==> config.mk <==
export PLATFORM = sky130hd
export DESIGN_NAME = ab_job_dispatcher_flat
export DESIGN_NICKNAME = d
export VERILOG_FILES = /design/src/rtl/ab_dispatch_pkg.sv /design/src/rtl/ab_job_dispatcher_if.sv /design/src/rtl/ab_job_fifo.sv /design/src/rtl/ab_job_dispatcher.sv /design/src/flat_wrapper.sv
export SDC_FILE = /design/constraint.sdc
export NUM_CORES = 1
export LEC_CHECK = 0
export BUFFER_PORTS_ARGS = -buffer_cell sky130_fd_sc_hd__buf_2
export CELL_PAD_IN_SITES_DETAIL_PLACEMENT = 1
export CELL_PAD_IN_SITES_GLOBAL_PLACEMENT = 1
export CORE_ASPECT_RATIO = 1.5
export CORE_UTILIZATION = 49
export DETAILED_ROUTE_END_ITERATION = 6
export PLACE_DENSITY_LB_ADDON = 0.1
export SYNTH_ARGS = -nofsm -noshare
export SYNTH_HDL_FRONTEND = slang
export SYNTH_SLANG_ARGS = --single-unit
==> constraint.sdc <==
create_clock -name Clk -period 4.3 [get_ports Clk]
set_clock_uncertainty 0.2 [all_clocks]
set_input_delay 0.86 -clock Clk [delete_from_list [all_inputs] [get_ports Clk]]
set_output_delay 0.86 -clock Clk [all_outputs]
set_load 0.01 [all_outputs]
==> src/rtl/ab_dispatch_pkg.sv <==
// Shared constants and the one-hot dispatcher state encoding for the
// make_A_close_to_B job dispatcher.
package ab_dispatch_pkg;

  localparam int unsigned AB_WIDTH = 12;
  localparam int unsigned AB_DEPTH = 4;
  localparam int unsigned AB_CNT_W = 8;

  typedef enum logic [3:0] {
    DIS_IDLE  = 4'b0001,
    DIS_START = 4'b0010,
    DIS_WAIT  = 4'b0100,
    DIS_ACK   = 4'b1000
  } dis_state_e;

endpackage

==> src/rtl/ab_job_dispatcher_if.sv <==
// Job producer, adjust-unit handshake and result consumer signals of the
// dispatcher; slave is the dispatcher's view, master the environment's.
interface ab_job_dispatcher_if
  import ab_dispatch_pkg::*;
#(
  parameter int unsigned WIDTH = AB_WIDTH,
  parameter int unsigned CNT_W = AB_CNT_W
);

  logic [WIDTH-1:0] JobAin;
  logic [WIDTH-1:0] JobBin;
  logic             JobValid;
  logic             JobReady;
  logic [WIDTH-1:0] Ain;
  logic [WIDTH-1:0] Bin;
  logic             Start;
  logic             Ack;
  logic             Qi;
  logic             Qd;
  logic [WIDTH-1:0] A;
  logic             Flag;
  logic [WIDTH-1:0] ResA;
  logic             ResFlag;
  logic [CNT_W-1:0] ResClocks;
  logic             ResValid;
  logic             ResTaken;

  modport slave (
    input  JobAin, JobBin, JobValid, Qi, Qd, A, Flag, ResTaken,
    output JobReady, Ain, Bin, Start, Ack, ResA, ResFlag, ResClocks, ResValid
  );

  modport master (
    output JobAin, JobBin, JobValid, Qi, Qd, A, Flag, ResTaken,
    input  JobReady, Ain, Bin, Start, Ack, ResA, ResFlag, ResClocks, ResValid
  );

endinterface

==> src/rtl/ab_job_fifo.sv <==
// Show-ahead job FIFO; pushes are refused while full regardless of a
// same-cycle pop, so there is no bypass path.
module ab_job_fifo #(
  parameter int unsigned DW    = 24,
  parameter int unsigned DEPTH = 4
) (
  input  logic          clk,
  input  logic          rst,
  input  logic          push,
  input  logic          pop,
  input  logic [DW-1:0] din,
  output logic          full,
  output logic          empty,
  output logic [DW-1:0] dout
);

  localparam int unsigned AW = (DEPTH > 1) ? $clog2(DEPTH) : 1;

  logic [DW-1:0] mem_q [DEPTH];
  logic [AW-1:0] wr_ptr_q, wr_ptr_d;
  logic [AW-1:0] rd_ptr_q, rd_ptr_d;
  logic [AW:0]   count_q, count_d;
  logic          push_ok, pop_ok;

  assign full  = (count_q == (AW+1)'(DEPTH));
  assign empty = (count_q == '0);
  assign dout  = mem_q[rd_ptr_q];

  always_comb begin
    push_ok  = push && !full;
    pop_ok   = pop && !empty;
    wr_ptr_d = wr_ptr_q;
    rd_ptr_d = rd_ptr_q;
    count_d  = count_q;
    if (push_ok) wr_ptr_d = wr_ptr_q + AW'(1);
    if (pop_ok)  rd_ptr_d = rd_ptr_q + AW'(1);
    if (push_ok && !pop_ok)      count_d = count_q + (AW+1)'(1);
    else if (!push_ok && pop_ok) count_d = count_q - (AW+1)'(1);
  end

  always_ff @(posedge clk) begin
    if (rst) begin
      wr_ptr_q <= '0;
      rd_ptr_q <= '0;
      count_q  <= '0;
    end else begin
      wr_ptr_q <= wr_ptr_d;
      rd_ptr_q <= rd_ptr_d;
      count_q  <= count_d;
      if (push_ok) mem_q[wr_ptr_q] <= din;
    end
  end

endmodule

==> src/rtl/ab_job_dispatcher.sv <==
// Queues (Ain, Bin) jobs and sequences the adjust unit's Start/Ack handshake
// one job at a time, holding each result until the consumer takes it.
module ab_job_dispatcher
  import ab_dispatch_pkg::*;
#(
  parameter int unsigned WIDTH = AB_WIDTH,
  parameter int unsigned DEPTH = AB_DEPTH,
  parameter int unsigned CNT_W = AB_CNT_W
) (
  input logic                Clk,
  input logic                Reset,
  ab_job_dispatcher_if.slave bus
);

  dis_state_e         state_q, state_d;
  logic [WIDTH-1:0]   ain_q, ain_d, bin_q, bin_d;
  logic [WIDTH-1:0]   res_a_q, res_a_d;
  logic               res_flag_q, res_flag_d;
  logic               res_valid_q, res_valid_d;
  logic [CNT_W-1:0]   cnt_q, cnt_d;
  logic [CNT_W-1:0]   res_clk_q, res_clk_d;
  logic               fifo_full, fifo_empty, pop, capture;
  logic [2*WIDTH-1:0] fifo_dout;

  ab_job_fifo #(.DW(2*WIDTH), .DEPTH(DEPTH)) u_fifo (
    .clk   (Clk),
    .rst   (Reset),
    .push  (bus.JobValid),
    .pop   (pop),
    .din   ({bus.JobAin, bus.JobBin}),
    .full  (fifo_full),
    .empty (fifo_empty),
    .dout  (fifo_dout)
  );

  assign bus.JobReady  = !fifo_full;
  assign bus.Ain       = ain_q;
  assign bus.Bin       = bin_q;
  assign bus.Start     = (state_q == DIS_START);
  assign bus.Ack       = (state_q == DIS_ACK);
  assign bus.ResA      = res_a_q;
  assign bus.ResFlag   = res_flag_q;
  assign bus.ResClocks = res_clk_q;
  assign bus.ResValid  = res_valid_q;

  always_comb begin
    state_d     = state_q;
    ain_d       = ain_q;
    bin_d       = bin_q;
    cnt_d       = cnt_q;
    res_a_d     = res_a_q;
    res_flag_d  = res_flag_q;
    res_clk_d   = res_clk_q;
    res_valid_d = res_valid_q;
    pop         = 1'b0;
    // A held, untaken result blocks capture; the unit then sits in DONE.
    capture     = (state_q == DIS_WAIT) && bus.Qd && (!res_valid_q || bus.ResTaken);

    unique case (state_q)
      DIS_IDLE: begin
        if (!fifo_empty && bus.Qi) begin
          pop     = 1'b1;
          ain_d   = fifo_dout[2*WIDTH-1:WIDTH];
          bin_d   = fifo_dout[WIDTH-1:0];
          cnt_d   = '0;
          state_d = DIS_START;
        end
      end
      DIS_START: state_d = DIS_WAIT;
      DIS_WAIT: begin
        if (!bus.Qd) begin
          if (cnt_q != '1) cnt_d = cnt_q + CNT_W'(1);
        end else if (capture) begin
          state_d = DIS_ACK;
        end
      end
      DIS_ACK:  state_d = DIS_IDLE;
      default:  state_d = DIS_IDLE;
    endcase

    if (res_valid_q && bus.ResTaken) res_valid_d = 1'b0;
    if (capture) begin
      res_a_d     = bus.A;
      res_flag_d  = bus.Flag;
      res_clk_d   = cnt_q;
      res_valid_d = 1'b1;
    end
  end

  always_ff @(posedge Clk) begin
    if (Reset) begin
      state_q     <= DIS_IDLE;
      ain_q       <= '0;
      bin_q       <= '0;
      cnt_q       <= '0;
      res_a_q     <= '0;
      res_flag_q  <= 1'b0;
      res_clk_q   <= '0;
      res_valid_q <= 1'b0;
    end else begin
      state_q     <= state_d;
      ain_q       <= ain_d;
      bin_q       <= bin_d;
      cnt_q       <= cnt_d;
      res_a_q     <= res_a_d;
      res_flag_q  <= res_flag_d;
      res_clk_q   <= res_clk_d;
      res_valid_q <= res_valid_d;
    end
  end

endmodule

==> src/flat_wrapper.sv <==
// flat-port wrapper written by rule: the top's interface ports become plain ports
module ab_job_dispatcher_flat import ab_dispatch_pkg::*;
#(
  parameter int unsigned WIDTH = AB_WIDTH,
  parameter int unsigned DEPTH = AB_DEPTH,
  parameter int unsigned CNT_W = AB_CNT_W
)
  (Clk, Reset, bus_JobAin, bus_JobBin, bus_JobValid, bus_Qi, bus_Qd, bus_A, bus_Flag, bus_ResTaken, bus_JobReady, bus_Ain, bus_Bin, bus_Start, bus_Ack, bus_ResA, bus_ResFlag, bus_ResClocks, bus_ResValid);
  ab_job_dispatcher_if #(.WIDTH(WIDTH), .CNT_W(CNT_W)) bus_i ();
  input logic Clk;
  input logic Reset;
  input wire logic [$bits(bus_i.JobAin)-1:0] bus_JobAin;
  input wire logic [$bits(bus_i.JobBin)-1:0] bus_JobBin;
  input wire logic [$bits(bus_i.JobValid)-1:0] bus_JobValid;
  input wire logic [$bits(bus_i.Qi)-1:0] bus_Qi;
  input wire logic [$bits(bus_i.Qd)-1:0] bus_Qd;
  input wire logic [$bits(bus_i.A)-1:0] bus_A;
  input wire logic [$bits(bus_i.Flag)-1:0] bus_Flag;
  input wire logic [$bits(bus_i.ResTaken)-1:0] bus_ResTaken;
  output wire logic [$bits(bus_i.JobReady)-1:0] bus_JobReady;
  output wire logic [$bits(bus_i.Ain)-1:0] bus_Ain;
  output wire logic [$bits(bus_i.Bin)-1:0] bus_Bin;
  output wire logic [$bits(bus_i.Start)-1:0] bus_Start;
  output wire logic [$bits(bus_i.Ack)-1:0] bus_Ack;
  output wire logic [$bits(bus_i.ResA)-1:0] bus_ResA;
  output wire logic [$bits(bus_i.ResFlag)-1:0] bus_ResFlag;
  output wire logic [$bits(bus_i.ResClocks)-1:0] bus_ResClocks;
  output wire logic [$bits(bus_i.ResValid)-1:0] bus_ResValid;
  assign bus_i.JobAin = bus_JobAin;
  assign bus_i.JobBin = bus_JobBin;
  assign bus_i.JobValid = bus_JobValid;
  assign bus_i.Qi = bus_Qi;
  assign bus_i.Qd = bus_Qd;
  assign bus_i.A = bus_A;
  assign bus_i.Flag = bus_Flag;
  assign bus_i.ResTaken = bus_ResTaken;
  assign bus_JobReady = bus_i.JobReady;
  assign bus_Ain = bus_i.Ain;
  assign bus_Bin = bus_i.Bin;
  assign bus_Start = bus_i.Start;
  assign bus_Ack = bus_i.Ack;
  assign bus_ResA = bus_i.ResA;
  assign bus_ResFlag = bus_i.ResFlag;
  assign bus_ResClocks = bus_i.ResClocks;
  assign bus_ResValid = bus_i.ResValid;
  ab_job_dispatcher #(.WIDTH(WIDTH), .DEPTH(DEPTH), .CNT_W(CNT_W)) u_core (.Clk(Clk), .Reset(Reset), .bus(bus_i));
endmodule
==> impl_metrics.yaml <==
logic_synthesis:
  netlist.area_leader.share: 0.473
  synth_seq_cells: 161
  synth-async-reset-ratio: 0
  synthTopCellsByCount: "sky130_fd_sc_hd__nand2_1 (97), sky130_fd_sc_hd__edfxtp_1 (96), sky130_fd_sc_hd__dfxtp_1 (65), sky130_fd_sc_hd__a21oi_1 (54), sky130_fd_sc_hd__mux4_2 (24)"
  synth_top_cell_by_area: "sky130_fd_sc_hd__edfxtp_1"
  synth.avg_cell_area_um2: 13.7
  commonest_register_cell_after_synthesis: "sky130_fd_sc_hd__edfxtp_1"
  synth_fp_nets: 496
  ys_seq_area_frac: 0.687
  synth_edf_count: 96
  netlist_top_cells_area: "sky130_fd_sc_hd__edfxtp_1 (47%), sky130_fd_sc_hd__dfxtp_1 (21%), sky130_fd_sc_hd__mux4_2 (8.9%), sky130_fd_sc_hd__nand2_1 (6.0%), sky130_fd_sc_hd__a21oi_1 (4.4%)"
  synth_area_um2: 6090
  synthesis.yosys.warnings: 0
  synth_cell_type_count: 45
  post_synth_inst_count: 446
  synthMostInstantiatedCell: "sky130_fd_sc_hd__nand2_1"
routing:
  postRouteAntennaNets: 0
  route.detailed.vias_per_inst: 5.43
  drt_iter0_markers: 118
  wl_per_cell_um: 18.8
  detail_route.drc_violations: 0
  vias: 3817
  first_pass_iters: 4
  routed_wirelength_mm: 13.2
hold_path:
  timing.hold.worst.start: "u_core.bus.ResClocks[6]"
  min_to: "u_core.bus.ResClocks[6]"
  hold_path_depth: 2
  min_path_type: "flip-flop to flip-flop"
power_and_ir_drop:
  irDropWorstVdd_mv: 0.321
  netSwitchingFraction: 0.274
  pwr_per_cell_area_nw_per_um2: 573
  comb_power_share: 0.175
  seq_power_share: 0.463
  power.static_leakage_nw: 2.64
  power.internal_mw: 3.03
  p_switching_mw: 1.14
  power_share_of_the_clock_group: 0.362
global_route:
  total_grt_overflow: 0
  initial_antenna_violation_count: 0
  global_route_met3_usage: 0.0482
  first_pass_grt_wire_length_mm: 21.4
  grt_pass1_vias: 4072
  pin_count_of_the_biggest_net_entering_global_routing: 68
  grt_most_used_layer: "met2"
  groute.layer.met2.usage: 0.397
  global_route.usage.total: 0.222
  grt.met1_usage: 0.265
floorplan:
  start_util: 0.505
  core_footprint_um2: 12100
  pin_count: 92
  floorplan.die_area_um2: 12900
  fp-row-count: 49
  x_dimension_of_the_die_um: 93.1
  die_h_um: 139
clock_tree:
  cts_num_sinks: 161
  postCtsResizedCells: 0
  clk_transition_reported_paths_ns: 0.06
  postCtsSetupBuffers: 0
  cts_inserted_buffers: 17
  clkLatencyLatePin_ns: 0.43
  cts_tree: "yes"
  cts-htree-levels: 4
  clk_path_buf_depth: 2
  cts-hold-fix-buffers: 0
  cts-root-buf: "sky130_fd_sc_hd__clkbuf_16"
worst_setup_path:
  rr_worst_depth: 9
  cp_data_required_time_ns: 4.44
  crit_arrival_ns: 2.95
  endpoint_kind_of_the_worst_setup_timing_path: "flip-flop"
  worstSetupStartpointType: "flip-flop"
  r2r_setup_slack_ns: 1.49
  reg2reg_from: "u_core.u_fifo.count_q[0]"
  r2r_end: "u_core.u_fifo.count_q[2]"
  crit_path_max_fanout: 36
  class_of_the_most_critical_setup_path: "flip-flop to flip-flop"
placed_design:
  numPlacedInstances: 671
  buffer_ports.inserted: 91
  place.detailed.hpwl_mm: 8.13
  gp_congestion: 0.738
timing:
  rsz0062_at_grt: "false"
  maxClockFrequency_mhz: 356
  timing.slew.headroom: 0.356
  total_negative_setup_slack_ns: 0
  slew_violations: 0
  final_min_period_over_clock_period: 0.653
  min_period_ns: 2.81
  report.final.hold_viol_count: 0
  timing_worst_slew_pin_value_ns: 0.966
  timing.final.setup_violations: 0
flow_run:
  drv.max_cap_violation_count: 0
status:
  result_of_the_run: "complete, no violations"
cells_and_area:
  layoutNonFillerInstCount: 703
  finish.net_count: 587
  insertedDiodeCount: 0
  synthToLayoutAreaGrowth_pct: 19.5
  final_core_utilization: 0.603
  post_route_cells_drive_above_1_share: 0.291
-- worst max path at each step --
stage	startpoint	endpoint	slack (ns)	cells after the start
5_1_grt	u_core.u_fifo.count_q[0]	u_core.u_fifo.count_q[2]	1.33	9
3_5_place_dp	bus_Qi	u_core.u_fifo.count_q[2]	1.08	10
4_1_cts	u_core.u_fifo.count_q[0]	u_core.u_fifo.count_q[2]	1.46	9
6_report	u_core.u_fifo.count_q[0]	u_core.u_fifo.count_q[2]	1.49	9
3_3_place_gp	bus_Qi	u_core.u_fifo.count_q[2]	1.19	10
2_1_floorplan	bus_Qi	u_core.u_fifo.count_q[2]	1.36	11
-- per-layer routing --
layer  vias to the layer above  share of wire
li1                       1799              -
met1                      1907           0.42
met2                        98           0.54
met3                        13          0.039
met4                         0         0.0099
met5                         -              0
-- critical path, stage by stage, from the launching register on --
cell and delay (ns):
sky130_fd_sc_hd__dfxtp_1 0.35, sky130_fd_sc_hd__o31a_1 0.34, sky130_fd_sc_hd__and2_1 0.20, sky130_fd_sc_hd__inv_4 0.31, sky130_fd_sc_hd__ha_1 0.27, sky130_fd_sc_hd__inv_1 0.06
sky130_fd_sc_hd__fa_1 0.38, sky130_fd_sc_hd__xor2_1 0.16, sky130_fd_sc_hd__or3_1 0.32, sky130_fd_sc_hd__a21oi_1 0.15
-- registers in the layout (all words and copies together) (netlist names), 2 cells and up --
signal	cells
u_core.cnt_q	8
u_core.state_q	4
u_core.bus.Bin	12
u_core.bus.ResClocks	8
u_core.u_fifo.mem_q	96
u_core.u_fifo.count_q	3
u_core.bus.Ain	12
u_core.u_fifo.wr_ptr_q	2
u_core.u_fifo.rd_ptr_q	2
u_core.bus.ResA	12
-- power groups by stage --
| stage | clock network, mW | logic [mW] | registers (mW) |
|---|---|---|---|
| after global placement | 0 | 0.705 | 1.96 |
| after detailed placement | 0 | 0.730 | 1.97 |
| final | 1.51 | 0.728 | 1.93 |
| after global routing | 1.59 | 0.800 | 1.96 |
| after CTS | 1.54 | 0.742 | 1.94 |
| after floorplan | 0 | 0.555 | 1.91 |
-- final cells by class --
cell class              count  area [um2]
clock buffers              22         529
clock inverters            10        80.1
fillers                  1208        4800
inverters                   9        36.3
multi-input cells         250        1750
flip-flops and latches    161        4190
well taps                 153         191
repair buffers             98         508
-- kinds of logic after synthesis --
| logic type | share of synthesized area |
|---|---|
| AOI/OAI and AO/OA | 0.0639 |
| xor gates and xnor gates | 0.00719 |
| adders and majority gates | 0.0156 |
| buffers and inverters | 0.0259 |
| DFF | 0.687 |
| muxes | 0.0903 |
| and+or+nand+nor | 0.110 |
-- cells in the final DEF (no fill, tap or decap), types with 2 or more instances in the layout --
master                      count
sky130_fd_sc_hd__nand2b_1       5
sky130_fd_sc_hd__nand4_1        2
sky130_fd_sc_hd__buf_2         91
sky130_fd_sc_hd__a22oi_1        3
sky130_fd_sc_hd__ha_1           6
sky130_fd_sc_hd__nor4b_1        2
sky130_fd_sc_hd__nand3_1        7
sky130_fd_sc_hd__buf_4          7
sky130_fd_sc_hd__clkbuf_16     21
sky130_fd_sc_hd__o21ai_0        2
sky130_fd_sc_hd__dfxtp_1       64
sky130_fd_sc_hd__nor4b_4        2
sky130_fd_sc_hd__inv_1          8
sky130_fd_sc_hd__inv_8          2
sky130_fd_sc_hd__nor2_1         8
sky130_fd_sc_hd__edfxtp_1      96
sky130_fd_sc_hd__mux4_2        24
sky130_fd_sc_hd__and2_1         6
sky130_fd_sc_hd__inv_6          2
sky130_fd_sc_hd__inv_4          4
sky130_fd_sc_hd__nand2_1       97
sky130_fd_sc_hd__xnor2_1        2
sky130_fd_sc_hd__a21oi_1       54
sky130_fd_sc_hd__xor2_1         3
sky130_fd_sc_hd__o211ai_1       3
sky130_fd_sc_hd__or3_1          5
-- metrics by stage --
stage	power (mW)	instance area [um2]	setup slack, ns	hold slack, ns
floorplan	2.46	6090	1.36	0.251
global placement	2.67	6670	1.19	0.238
detailed placement	2.70	6670	1.08	0.246
CTS	4.23	7280	1.46	0.254
global route	4.36	7280	1.33	0.265
finish	4.17	7280	1.49	0.252
Note: power is estimated with default switching activity, not from simulation.
